--- config.mk ---
export PLATFORM = sky130hd
export DESIGN_NAME = memory_bus_waitstate
export DESIGN_NICKNAME = d
export VERILOG_FILES = /design/src/rtl/memory_bus_waitstate.sv
export SDC_FILE = /design/constraint.sdc
export NUM_CORES = 1
export LEC_CHECK = 0
export CAP_MARGIN = 20
export CORE_MARGIN = 8
export CORE_UTILIZATION = 32
export CTS_BUF_LIST = sky130_fd_sc_hd__clkbuf_8
export CTS_CLUSTER_SIZE = 12
export DETAILED_ROUTE_END_ITERATION = 7
export MAX_ROUTING_LAYER = met4
export PLACE_DENSITY = 0.59
export SLEW_MARGIN = 20
export SYNTH_ARGS = -nofsm -noshare
export SYNTH_HDL_FRONTEND = slang
export SYNTH_SLANG_ARGS = --single-unit
--- constraint.sdc ---
create_clock -name clk -period 3.8 [get_ports clk]
set_input_delay 0.57 -clock clk [delete_from_list [all_inputs] [get_ports clk]]
set_output_delay 0.57 -clock clk [all_outputs]
set_load 0.03 [all_outputs]
--- src/rtl/memory_bus_waitstate.sv ---
// memory_bus_waitstate
// Routes CPU accesses to 2**BANK_BITS banks selected by the top BANK_BITS address bits.
// Each bank gets a programmable wait-state count and can optionally stall on its external
// ready. Completes with a one-cycle ready pulse, registered read data and a bus_error
// flag for unmapped banks or external-ready timeouts.
//
// Ports:
//   clk, reset            system clock, asynchronous active-high reset
//   address, data_in      CPU address / write data (sampled only when idle)
//   bus_enable            CPU access request
//   write_enable          1 = write, 0 = read
//   data_out              registered read data
//   ready, bus_error      one-cycle completion pulse and its error qualifier
//   err_address           address of the most recent errored access
//   bank_address          latched in-bank address
//   bank_data_out         latched write data
//   bank_enable           one-hot bank select
//   bank_write_enable     one-hot write strobe
//   bank_data_in          packed per-bank read data, bank i at [i*DATA_WIDTH +: DATA_WIDTH]
//   bank_ready            per-bank external ready
module memory_bus_waitstate #(
   parameter int unsigned                  ADDR_WIDTH     = 16,
   parameter int unsigned                  DATA_WIDTH     = 8,
   parameter int unsigned                  BANK_BITS      = 2,
   parameter logic [(2**BANK_BITS)-1:0]    BANK_PRESENT   = 4'b1111,
   parameter logic [4*(2**BANK_BITS)-1:0]  BANK_WAIT      = 16'h1111,
   parameter logic [(2**BANK_BITS)-1:0]    BANK_EXT_READY = 4'b0000,
   parameter int unsigned                  TIMEOUT_CYCLES = 255
) (
   input  logic                                clk,
   input  logic                                reset,
   input  logic [ADDR_WIDTH-1:0]               address,
   input  logic [DATA_WIDTH-1:0]               data_in,
   output logic [DATA_WIDTH-1:0]               data_out,
   input  logic                                bus_enable,
   input  logic                                write_enable,
   output logic                                ready,
   output logic                                bus_error,
   output logic [ADDR_WIDTH-1:0]               err_address,
   output logic [ADDR_WIDTH-BANK_BITS-1:0]     bank_address,
   output logic [DATA_WIDTH-1:0]               bank_data_out,
   output logic [(2**BANK_BITS)-1:0]           bank_enable,
   output logic [(2**BANK_BITS)-1:0]           bank_write_enable,
   input  logic [(2**BANK_BITS)*DATA_WIDTH-1:0] bank_data_in,
   input  logic [(2**BANK_BITS)-1:0]           bank_ready
);

   localparam int unsigned NB    = 2**BANK_BITS;
   localparam int unsigned IN_W  = ADDR_WIDTH - BANK_BITS;
   localparam int unsigned TMO_W = (TIMEOUT_CYCLES > 0) ? $clog2(TIMEOUT_CYCLES + 1) : 1;
   localparam logic [TMO_W-1:0] TMO_LIMIT = TMO_W'(TIMEOUT_CYCLES);

   typedef enum logic [1:0] {StIdle, StAccess, StExtWait, StDone} state_e;

   state_e                 state_q, state_d;
   logic [BANK_BITS-1:0]   bank_q, bank_d;
   logic                   we_q, we_d;
   logic [3:0]             wait_q, wait_d;
   logic [TMO_W-1:0]       tmo_q, tmo_d;

   logic [DATA_WIDTH-1:0]  data_out_q, data_out_d;
   logic                   ready_q, ready_d;
   logic                   bus_error_q, bus_error_d;
   logic [ADDR_WIDTH-1:0]  err_address_q, err_address_d;
   logic [IN_W-1:0]        bank_address_q, bank_address_d;
   logic [DATA_WIDTH-1:0]  bank_data_out_q, bank_data_out_d;
   logic [NB-1:0]          bank_enable_q, bank_enable_d;
   logic [NB-1:0]          bank_write_enable_q, bank_write_enable_d;

   logic [BANK_BITS-1:0]   req_bank;
   logic [NB-1:0]          req_onehot;
   logic [3:0]             req_wait;
   logic [DATA_WIDTH-1:0]  rd_data;
   logic                   req_present;
   logic                   sel_ready;
   logic                   ext_req;
   logic                   complete;
   logic                   tmo_hit;

   assign req_bank    = address[ADDR_WIDTH-1 -: BANK_BITS];
   assign req_present = BANK_PRESENT[req_bank];
   assign sel_ready   = bank_ready[bank_q];
   assign ext_req     = BANK_EXT_READY[bank_q];

   // Per-bank decode of the requested bank and of the read data for the latched bank.
   always_comb begin
      req_onehot = '0;
      req_wait   = '0;
      rd_data    = '0;
      for (int i = 0; i < NB; i++) begin
         if (req_bank == BANK_BITS'(i)) begin
            req_onehot[i] = 1'b1;
            req_wait      = BANK_WAIT[4*i +: 4];
         end
         if (bank_q == BANK_BITS'(i)) begin
            rd_data = bank_data_in[i*DATA_WIDTH +: DATA_WIDTH];
         end
      end
   end

   assign complete = ((state_q == StAccess) && (wait_q == 4'd0) && (!ext_req || sel_ready))
                   || ((state_q == StExtWait) && sel_ready);

   // The counter is compared before incrementing, so EXT_WAIT lasts exactly TIMEOUT_CYCLES.
   assign tmo_hit = (state_q == StExtWait) && !sel_ready && (TIMEOUT_CYCLES != 0)
                  && (tmo_q == TMO_LIMIT - TMO_W'(1));

   // State register (plus datapath flops).
   always_ff @(posedge clk or posedge reset) begin
      if (reset) begin
         state_q             <= StIdle;
         bank_q              <= '0;
         we_q                <= 1'b0;
         wait_q              <= '0;
         tmo_q               <= '0;
         data_out_q          <= '0;
         ready_q             <= 1'b0;
         bus_error_q         <= 1'b0;
         err_address_q       <= '0;
         bank_address_q      <= '0;
         bank_data_out_q     <= '0;
         bank_enable_q       <= '0;
         bank_write_enable_q <= '0;
      end else begin
         state_q             <= state_d;
         bank_q              <= bank_d;
         we_q                <= we_d;
         wait_q              <= wait_d;
         tmo_q               <= tmo_d;
         data_out_q          <= data_out_d;
         ready_q             <= ready_d;
         bus_error_q         <= bus_error_d;
         err_address_q       <= err_address_d;
         bank_address_q      <= bank_address_d;
         bank_data_out_q     <= bank_data_out_d;
         bank_enable_q       <= bank_enable_d;
         bank_write_enable_q <= bank_write_enable_d;
      end
   end

   // Next-state logic.
   always_comb begin
      state_d = state_q;
      bank_d  = bank_q;
      we_d    = we_q;
      wait_d  = wait_q;
      tmo_d   = tmo_q;
      unique case (state_q)
         StIdle: begin
            if (bus_enable) begin
               bank_d = req_bank;
               we_d   = write_enable;
               if (!req_present) begin
                  state_d = StDone;
               end else begin
                  wait_d  = req_wait;
                  state_d = StAccess;
               end
            end
         end
         StAccess: begin
            if (wait_q != 4'd0) begin
               wait_d = wait_q - 4'd1;
            end else if (complete) begin
               state_d = StDone;
            end else begin
               state_d = StExtWait;
               tmo_d   = '0;
            end
         end
         StExtWait: begin
            if (complete || tmo_hit) begin
               state_d = StDone;
            end else if (tmo_q != '1) begin
               tmo_d = tmo_q + TMO_W'(1);
            end
         end
         StDone: begin
            // One access per request: wait for the CPU to drop bus_enable.
            if (!bus_enable) state_d = StIdle;
         end
         default: state_d = StIdle;
      endcase
   end

   // Output logic (registered outputs' next values).
   always_comb begin
      data_out_d          = data_out_q;
      ready_d             = 1'b0;
      bus_error_d         = 1'b0;
      err_address_d       = err_address_q;
      bank_address_d      = bank_address_q;
      bank_data_out_d     = bank_data_out_q;
      bank_enable_d       = bank_enable_q;
      bank_write_enable_d = bank_write_enable_q;
      unique case (state_q)
         StIdle: begin
            if (bus_enable) begin
               bank_address_d  = address[IN_W-1:0];
               bank_data_out_d = data_in;
               if (!req_present) begin
                  ready_d       = 1'b1;
                  bus_error_d   = 1'b1;
                  data_out_d    = '0;
                  err_address_d = address;
               end else begin
                  bank_enable_d       = req_onehot;
                  bank_write_enable_d = write_enable ? req_onehot : '0;
               end
            end
         end
         StAccess, StExtWait: begin
            if (complete) begin
               ready_d             = 1'b1;
               bank_enable_d       = '0;
               bank_write_enable_d = '0;
               if (!we_q) data_out_d = rd_data;
            end else if (tmo_hit) begin
               ready_d             = 1'b1;
               bus_error_d         = 1'b1;
               data_out_d          = '0;
               err_address_d       = {bank_q, bank_address_q};
               bank_enable_d       = '0;
               bank_write_enable_d = '0;
            end
         end
         StDone: begin
         end
         default: begin
         end
      endcase
   end

   assign data_out          = data_out_q;
   assign ready             = ready_q;
   assign bus_error         = bus_error_q;
   assign err_address       = err_address_q;
   assign bank_address      = bank_address_q;
   assign bank_data_out     = bank_data_out_q;
   assign bank_enable       = bank_enable_q;
   assign bank_write_enable = bank_write_enable_q;

endmodule

# Word level (Yosys, flattened, before mapping)
# Cells that the tools add are included.
[totals] register_bits=73 latchBits=0 ramBits=0 romBits=0 input_bits=64 output_inout_bits=56 wordCells=129 mem_count=0
[classes] add_sub_neg=2 multipliers=0 div=0 n_lt_le_gt_ge=2 eq_ne=25 shift=0 mux=61 bitwise_logic=0 n_reduce_logical=26
[ops] operator="8-bit two-way mux" count=13
[ops] operator="16-bit two-way mux" count=4
[ops] operator="4-bit two-way mux" count=13
[ops] operator="16-bit one-hot mux with 2 select lines" count=1
[ops] operator="8-bit one-hot mux with 2 select lines" count=2
[ops] operator="4-bit one-hot mux with 2 select lines" count=3
[ops] operator="2-bit inequality test (second input constant)" count=9
[ops] operator="5-bit AND reduction" count=3
[ops] operator="1-bit two-way mux" count=14
[ops] operator="2-bit equality test (second input constant)" count=6
[ops] operator="4-bit AND reduction" count=3
[ops] operator="2-bit two-way mux" count=5
[ops] operator="8-bit by 1-bit adder with 8-bit output (second input constant)" count=1
[ops] operator="8-bit equality test (second input constant)" count=1
[ops] operator="8-bit inequality test (second input constant)" count=1
[ops] operator="2-bit one-hot mux with 4 select lines" count=1
[ops] operator="1-bit binary-select mux with 2-bit select" count=3
[ops] operator="2-bit by 1-bit equality test with 1-bit output (second input constant)" count=3
[ops] operator="2-bit zero test" count=3
[ops] operator="2-bit by 3-bit < comparator with 1-bit output (second input constant)" count=2
[ops] operator="2-bit by 1-bit inequality test with 1-bit output (second input constant)" count=3
[ops] operator="3-bit inequality test (second input constant)" count=2
[ops] operator="2-bit nonzero test" count=3
[ops] operator="1-bit logical AND" count=5
[ops] operator="8 further kinds" count=12

# Depth between registers and ports, before layout
# Gate-level depths: netlist of the first run.
[depth] word_depth=9 mapped_depth=9 depth_no_buf=6

# Worst setup path before layout of the first run
# Ideal clock, no wire load.
[synth_path] path_type="input-to-reg" startpoint="input bank_ready[3]" endpoint="register err_address_q[0] (netlist: err_address[0])" setup_ns=0.125 t_arrival_ns=2.176 required_time_ns=3.675 slack_ns=1.498 stages=6 n_path_buf=2 path_cell_list="mux4_2 > nor4_2 > and3_1 > buf_6 > buf_12 > mux2_4"
[synth_between] elab_chain_len=7 word_cells_on_any_way=12
[synth_rtl] item="from (decl)" line="45" text="input logic [(2**BANK_BITS)-1:0] bank_ready"
[synth_rtl] item="1-bit binary-select mux with 2-bit select *" line="82" text="assign sel_ready = bank_ready[bank_q];"
[synth_rtl] item="1-bit two-way mux (not written as such) *" line="82"
[synth_rtl] item="1-bit zero test or 1-bit logical OR (tied branches)" line="105, 101"
[synth_rtl] item="1-bit logical AND (on tied branches)" line="105, 101"
[synth_rtl] item="1-bit logical AND or 1-bit logical OR (tied branches)" line="106, 102"
[synth_rtl] item="2-bit inequality test (no source line)"
[synth_rtl] item="5-bit AND reduction (no source line) *"
[synth_rtl] item="to (signal assigned)" line="133" text="err_address_q <= err_address_d;"
[synth_rtl] item="to (decl)" line="64" text="logic [ADDR_WIDTH-1:0] err_address_q, err_address_d;"
# Every way passes the cells marked *; elsewhere a longest branch is shown, timed or not. The select of a mux whose other input is x is not followed.
# A chain may end at the register's enable or synchronous reset.

# Worst setup path in the final report of the first run
[layout_path] startpoint="register bank_q[0]" endpoint="register err_address_q[11] (netlist: err_address[11])"
[layout_between] elab_chain_len=8 word_cells_on_any_way=15
[layout_rtl] item="from (decl)" line="56" text="logic [BANK_BITS-1:0] bank_q, bank_d;"
[layout_rtl] item="from (signal assigned)" line="126" text="bank_q <= bank_d;"
[layout_rtl] item="1-bit binary-select mux with 2-bit select" line="83" text="assign ext_req = BANK_EXT_READY[bank_q];"
[layout_rtl] item="1-bit two-way mux (not written as such)" line="83"
[layout_rtl] item="1-bit zero test" line="101" text="assign complete = ((state_q == StAccess) && (wait_q == 4'd0) && (!ext_req || sel_ready))"
[layout_rtl] item="1-bit logical OR" line="101"
[layout_rtl] item="1-bit logical AND" line="101"
[layout_rtl] item="1-bit logical OR" line="102" text="|| ((state_q == StExtWait) && sel_ready);"
[layout_rtl] item="2-bit inequality test (no source line)"
[layout_rtl] item="5-bit AND reduction (no source line) *"
# Marks and branches as above.

==> results.sh, run 1 <==
export IMPL_status="finished clean"
export IMPL_final_util_pct=45.55
export IMPL_hold_viol_final=0
export IMPL_grt_pass1_vias=2908
export IMPL_avgSynthCellArea_um2=12.14
export IMPL_yosysSeqAreaShare_pct=50.31
export IMPL_worstSkewPairLatency_ps=340
export IMPL_cts_hold_buffers=0
export IMPL_worstPathArrival_ps=2980
export IMPL_tightestPinTransition_ps=896.5
export IMPL_clkSlewWorstSetupHoldPaths_ps=80
export IMPL_finalCritPeriodShare_pct=72.43
export IMPL_p_leak_nw=2.144
export IMPL_r2r_start="bank_q[0]$_DFFE_PP0P_"
export IMPL_grt_pass1_wl_mm=15.65
export IMPL_postCtsSetupBuffers=0
export IMPL_hold_path_class="reg2reg"
export IMPL_synth_commonest_cells="dfrtp_1 (73), mux2_2 (31), nand2_1 (21)"
export IMPL_r2r_end="err_address[11]$_DFFE_PP0P_"
export IMPL_r2r_slack_ps=1050
export IMPL_clockRootBuffer="clkbuf_8"
export IMPL_syn_area_mm2=0.003631
export IMPL_drt_pass1_iter_count=4
export IMPL_die_area_mm2=0.01501
export IMPL_synth_top_flop_cell="dfrtp_1"
export IMPL_cts_buffers_inserted=9
export IMPL_ys_types=51
export IMPL_grt_util_all_layers_pct=13.58
export IMPL_synth_top_area_share_pct=50.31
export IMPL_io_buffers=119
export IMPL_cts_sinks=73
export IMPL_viasPerCell=5.014
export IMPL_worst_path_max_fanout=16
export IMPL_post_dp_cell_area_mm2=0.004938
export IMPL_synth_simple_area_share_pct=11.78
export IMPL_cts_buffer_depth=2
export IMPL_post_route_min_period_ps=2752
export IMPL_synthXorXnorAreaFrac_pct=0
export IMPL_diodes=0
export IMPL_drtAntennaViolNets=0
export IMPL_cts_htree_levels=3
export IMPL_ys_ff_latch=73
export IMPL_worstSetupPathType="reg2reg"
export IMPL_cellPowerDensity_mw_per_mm2=741.4
export IMPL_drc=0
export IMPL_ios=120
export IMPL_cp_required_ps=4030
export IMPL_gp_congestion=0.8121
export IMPL_die_h_um=122.5
export IMPL_dpl_hpwl_mm=7.549
export IMPL_endpoint="err_address[11]$_DFFE_PP0P_"
export IMPL_synth_top_family_by_area="multiplexers"
export IMPL_synthAdderAreaFrac_pct=2.757
export IMPL_rr_worst_depth=5
export IMPL_final_design_area_no_fill_mm2=0.005112
export IMPL_drive_above_1_share_pct=17.90
export IMPL_muxShareOfSynthArea_pct=19.75
export IMPL_synth_top_cell_by_area="dfrtp_1"
export IMPL_cp_num_cells=5
export IMPL_wl_per_cell_um=17.64
export IMPL_slowest_stage="dfrtp_1"
export IMPL_cp_cell_sequence="mux4_2 -> nor4_2 -> and3_1 -> buf_4 -> mux2_2"
export IMPL_synth_edff_count=0
export IMPL_max_clock_freq_mhz=363.3
export IMPL_antenna_found_initial=0
export IMPL_die_x_um=122.5
export IMPL_cts_tree="built"
export IMPL_syn2layout_area_growth_pct=40.80
export IMPL_nets=486
export IMPL_tns_ps=0
export IMPL_async_flop_share_pct=100.0
export IMPL_finClkSkew_ps=10.02
export IMPL_grt_max_degree=52
export IMPL_grt_overflow=0
export IMPL_rows=39
export IMPL_drv_slew=0
export IMPL_ctsResizeCount=0
export IMPL_setup_viol=0
export IMPL_synth_compound_area_share_pct=10.58
export IMPL_initial_utilization_pct=32.35
export IMPL_synth_area_leaders="dfrtp_1 (50%), mux2_2 (9.6%), mux4_2 (5.6%)"
export IMPL_rsz0062_at_grt="no"
export IMPL_vias=2818
export IMPL_startpoint_type="flop"
export IMPL_cp_buffers_inverters=1
export IMPL_core_mm2=0.01122
export IMPL_drt_iter0_drc=126
export IMPL_end_kind="flop"
export IMPL_routed_wl_mm=9.916
export IMPL_critPathLaunch="bank_q[0]$_DFFE_PP0P_"
export IMPL_slew_headroom_pct=40.17
export IMPL_synth_nets=371
export IMPL_ir_drop_mv=0.3552
export IMPL_yosysWarnings=0
export IMPL_yosysMostFrequentCell="dfrtp_1"
export IMPL_cp_top_family="multiplexers"
export IMPL_critical_path_max_stage_delay_ps=730
export IMPL_postSynthCellCount=299
export IMPL_cap_violations=0
[where the power goes]
group	leakage (nW)	switching, W	total (W)	internal [W]
logic	1.13	0.00104	0.00193	0.000883
registers	0.933	0.000266	0.00132	0.00105
clock network	0.0826	0.000308	0.000544	0.000236
[through the flow]
stage	std cells	setup WS, ps	power (W)	hold slack (ps)
2_1_floorplan	299	1377	0.002541	494.0
3_3_place_gp	546	877.6	0.003231	480.5
3_5_place_dp	546	853.2	0.003273	490.0
4_1_cts	562	1004	0.003834	509.4
5_1_grt	562	859.4	0.004036	519.9
6_report	562	1048	0.003790	503.6
[how the worst min path moves through the flow]
stage	start	end	slack (ps)	cells after the start
after CTS	bank_enable[1]$_DFFE_PP0P_	bank_enable[1]$_DFFE_PP0P_	510	1
after global routing	bank_write_enable[3]$_DFFE_PP0P_	bank_write_enable[3]$_DFFE_PP0P_	520	1
after floorplan	tmo_q[6]$_DFFE_PP0P_	tmo_q[6]$_DFFE_PP0P_	490	2
after detailed placement	bank_write_enable[3]$_DFFE_PP0P_	bank_write_enable[3]$_DFFE_PP0P_	490	1
final	bank_enable[1]$_DFFE_PP0P_	bank_enable[1]$_DFFE_PP0P_	500	1
after global placement	bank_write_enable[3]$_DFFE_PP0P_	bank_write_enable[3]$_DFFE_PP0P_	480	1
[worst reg2reg max path, delay by kind of cell (launching register included)]
| family | cells | cell delay (ps) |
|---|---|---|
| muxes | 2 | 1090 |
| DFF | 1 | 730 |
| and+or+nand+nor | 2 | 570 |
| buffers and inverters | 1 | 270 |
[layout make-up]
class | instances | area, um2
Clock inverter | 7 | 48.80
Inverter | 20 | 76.32
Clock buffer | 9 | 123.9
Tap cell | 143 | 178.9
Timing Repair Buffer | 124 | 1229
Fill cell | 1086 | 6111
Sequential cell | 73 | 1827
Multi-Input combinational cell | 186 | 1629
[flip-flops by register name (all words and copies together), names as in the netlist]
signal / count
bank_enable: 4
bus_error: 1
state_q: 2
ready: 1
wait_q: 4
err_address: 16
bank_write_enable: 4
bank_q: 2
data_out: 8
bank_address: 14
we_q: 1
tmo_q: 8
bank_data_out: 8
[cell usage in the layout (no fill, tap or decap), drive strengths merged, types with 5 or more instances in the layout]
cell type,n
buf,5
o21ai,7
ha,8
inv,20
a22o,9
nor2,5
clkdlybuf4s50,119
nand4,5
o31ai,8
dfrtp,73
mux4,9
mux2,40
clkbuf,9
nand3,12
nand2,21
[cells by family after synthesis]
group,after synthesis
AND/OR/NAND/NOR,75
buffers and inverters,40
multiplexers,52
adder cells (fa/ha/maj),8
AO/OA/AOI/OAI,51
flip-flops,73
[per-layer routing]
| layer | track usage, % | share of wire (%) | up-vias |
|---|---|---|---|
| met1 | 16.37 | 44 | 1372 |
| met3 | 3.910 | 8.2 | 12 |
| met2 | 21.35 | 46 | 104 |
| li1 | - | - | 1330 |
| met5 | - | 0 | - |
| met4 | 4.798 | 1.4 | 0 |
Power figures use the tool's default switching activity.
==> run 2: changes to the inputs <==
==> constraint.sdc (replaced) <==
create_clock -name clk -period 2.6 [get_ports clk]
set_input_delay 0.39 -clock clk [delete_from_list [all_inputs] [get_ports clk]]
set_output_delay 0.39 -clock clk [all_outputs]
set_load 0.03 [all_outputs]
==> results.sh, run 2 (synthesized netlist as in run 1, its figures left out) <==
export IMPL_status="finished clean"
export IMPL_ios=120
export IMPL_wl_per_cell_um=17.51
export IMPL_r2r_slack_ps=350
export IMPL_startpoint_type="primary input"
export IMPL_die_x_um=122.5
export IMPL_grt_pass1_vias=2970
export IMPL_timing_final_ws_setup_ps=320.9
export IMPL_nets=497
export IMPL_cellPowerDensity_mw_per_mm2=1090
export IMPL_rsz0062_at_grt="no"
export IMPL_drt_pass1_iter_count=4
export IMPL_postCtsSetupBuffers=0
export IMPL_fillers=1075
export IMPL_routed_wl_mm=10.04
export IMPL_tightestPinTransition_ps=526.1
export IMPL_io_buffers=119
export IMPL_die_h_um=122.5
export IMPL_grt_max_degree=74
export IMPL_p_leak_nw=2.223
export IMPL_max_clock_freq_mhz=438.8
export IMPL_finalCritPeriodShare_pct=87.66
export IMPL_cp_buffers_inverters=2
export IMPL_slew_headroom_pct=64.66
export IMPL_post_route_min_period_ps=2279
export IMPL_vias=2840
export IMPL_mostFrequentLayoutCells="clkdlybuf4s50_1 (119), dfrtp_1 (73), mux2_2 (31)"
export IMPL_grt_pass1_wl_mm=16.01
export IMPL_grt_overflow=0
export IMPL_diodes=0
export IMPL_die_area_mm2=0.01501
export IMPL_end_kind="flop"
export IMPL_worstSetupPathType="in2reg"
export IMPL_viasPerCell=4.956
export IMPL_drive_above_1_share_pct=20.00
export IMPL_cts_buffers_inserted=9
export IMPL_cts_htree_levels=3
export IMPL_syn2layout_area_growth_pct=44.04
export IMPL_pre_cts_slack_ps=-57.68
export IMPL_cts_buffer_depth=2
export IMPL_hold_path_class="in2async"
export IMPL_cts_sinks=73
export IMPL_cap_violations=0
export IMPL_final_util_pct=46.60
export IMPL_worstPathArrival_ps=2500
export IMPL_r2r_end="err_address[9]$_DFFE_PP0P_"
export IMPL_hold_viol_final=0
export IMPL_core_mm2=0.01122
export IMPL_finClkSkew_ps=15.66
export IMPL_critical_path_max_stage_delay_ps=560
export IMPL_drtAntennaViolNets=0
export IMPL_cts_hold_buffers=0
export IMPL_gp_congestion=0.8422
export IMPL_rows=39
export IMPL_clockRootBuffer="clkbuf_8"
export IMPL_cp_cell_sequence="clkdlybuf4s50_1 -> mux4_2 -> nor4_2 -> and3_1 -> buf_4 -> mux2_2"
export IMPL_cts_tree="built"
export IMPL_seqCellArea_mm2=0.001827
export IMPL_antenna_found_initial=0
export IMPL_ir_drop_mv=0.4519
export IMPL_drt_iter0_drc=108
export IMPL_grt_util_all_layers_pct=14.04
export IMPL_multi_input_area_mm2=0.001629
export IMPL_drc=0
export IMPL_drv_slew=0
export IMPL_setup_viol=0
export IMPL_final_common_cell="clkdlybuf4s50_1"
export IMPL_cp_top_family="multiplexers"
export IMPL_rr_worst_depth=7
export IMPL_worst_path_max_fanout=6
export IMPL_worstSkewPairLatency_ps=350
export IMPL_clkSlewWorstSetupHoldPaths_ps=90
export IMPL_cp_required_ps=2830
export IMPL_dpl_hpwl_mm=7.654
export IMPL_r2r_start="state_q[0]$_DFFE_PP0P_"
export IMPL_ctsResizeCount=0
export IMPL_largest_reg_flops=16
export IMPL_initial_utilization_pct=32.35
export IMPL_slowest_stage="mux4_2"
==> run 2: changes by cell type in the layout (fill, tap and decap cells not counted), sizes merged <==
cell and delta:
inv +1, clkinvlp -2, bufinv +1, buf +11
==> run 2: power breakdown <==
part	internal, W	total (W)	switching, W
clock network	0.000443	0.000877	0.000434
logic	0.00135	0.00295	0.00160
registers	0.00154	0.00187	0.000333
==> run 2: metrics by stage <==
| stage | total power (W) | hold slack, ps | setup TNS, ps | area [um2] | cells |
|---|---|---|---|---|---|
| 6_report | 0.005698 | 449.1 | 0 | 5230 | 573 |
| 5_1_grt | 0.006106 | 496.6 | 0 | 5230 | 573 |
| 4_1_cts | 0.005769 | 447.5 | 0 | 5230 | 573 |
| 3_5_place_dp | 0.004860 | 480.9 | -580.0 | 5034 | 557 |
| 3_3_place_gp | 0.004804 | 483.3 | 0 | 5034 | 557 |
| 2_1_floorplan | 0.003714 | 494.0 | 0 | 3631 | 299 |
==> run 2: cell type report <==
type                            instances  share of cell area [%]
Clock inverter                          7                   1.388
Multi-Input combinational cell        186                   31.15
Clock buffer                            9                   2.368
Sequential cell                        73                   34.93
Inverter                               20                   1.435
Timing Repair Buffer                  135                   25.31
Tap cell                              143                   3.421
==> run 2: how the worst max path moves through the flow <==
stage | depth (start not counted) | endpoint | slack [ps] | from
floorplan | 1 | bank_address[0]$_DFFE_PP0P_ | 360 | reset
global placement | 6 | err_address[12]$_DFFE_PP0P_ | 5 | bank_ready[3]
detailed placement | 6 | err_address[9]$_DFFE_PP0P_ | -60 | bank_ready[3]
CTS | 6 | err_address[9]$_DFFE_PP0P_ | 310 | bank_ready[3]
global route | 7 | err_address[9]$_DFFE_PP0P_ | 70 | state_q[0]$_DFFE_PP0P_
finish | 6 | err_address[9]$_DFFE_PP0P_ | 320 | bank_ready[3]
==> run 2: metal layers <==
metal,wire length (um),track usage [%],vias to the layer above,part of all wire (%)
li1,-,-,1355,-
met1,4494,17.70,1391,45
met2,4627,20.84,88,46
met3,807,5.106,6,8.0
met4,106,3.808,0,1.1
met5,0,-,-,0
==> run 2: worst min-delay path, cell delays in order <==
cell and delay [ps]:
clkdlybuf4s50_1 410, inv_2 70, buf_12 330
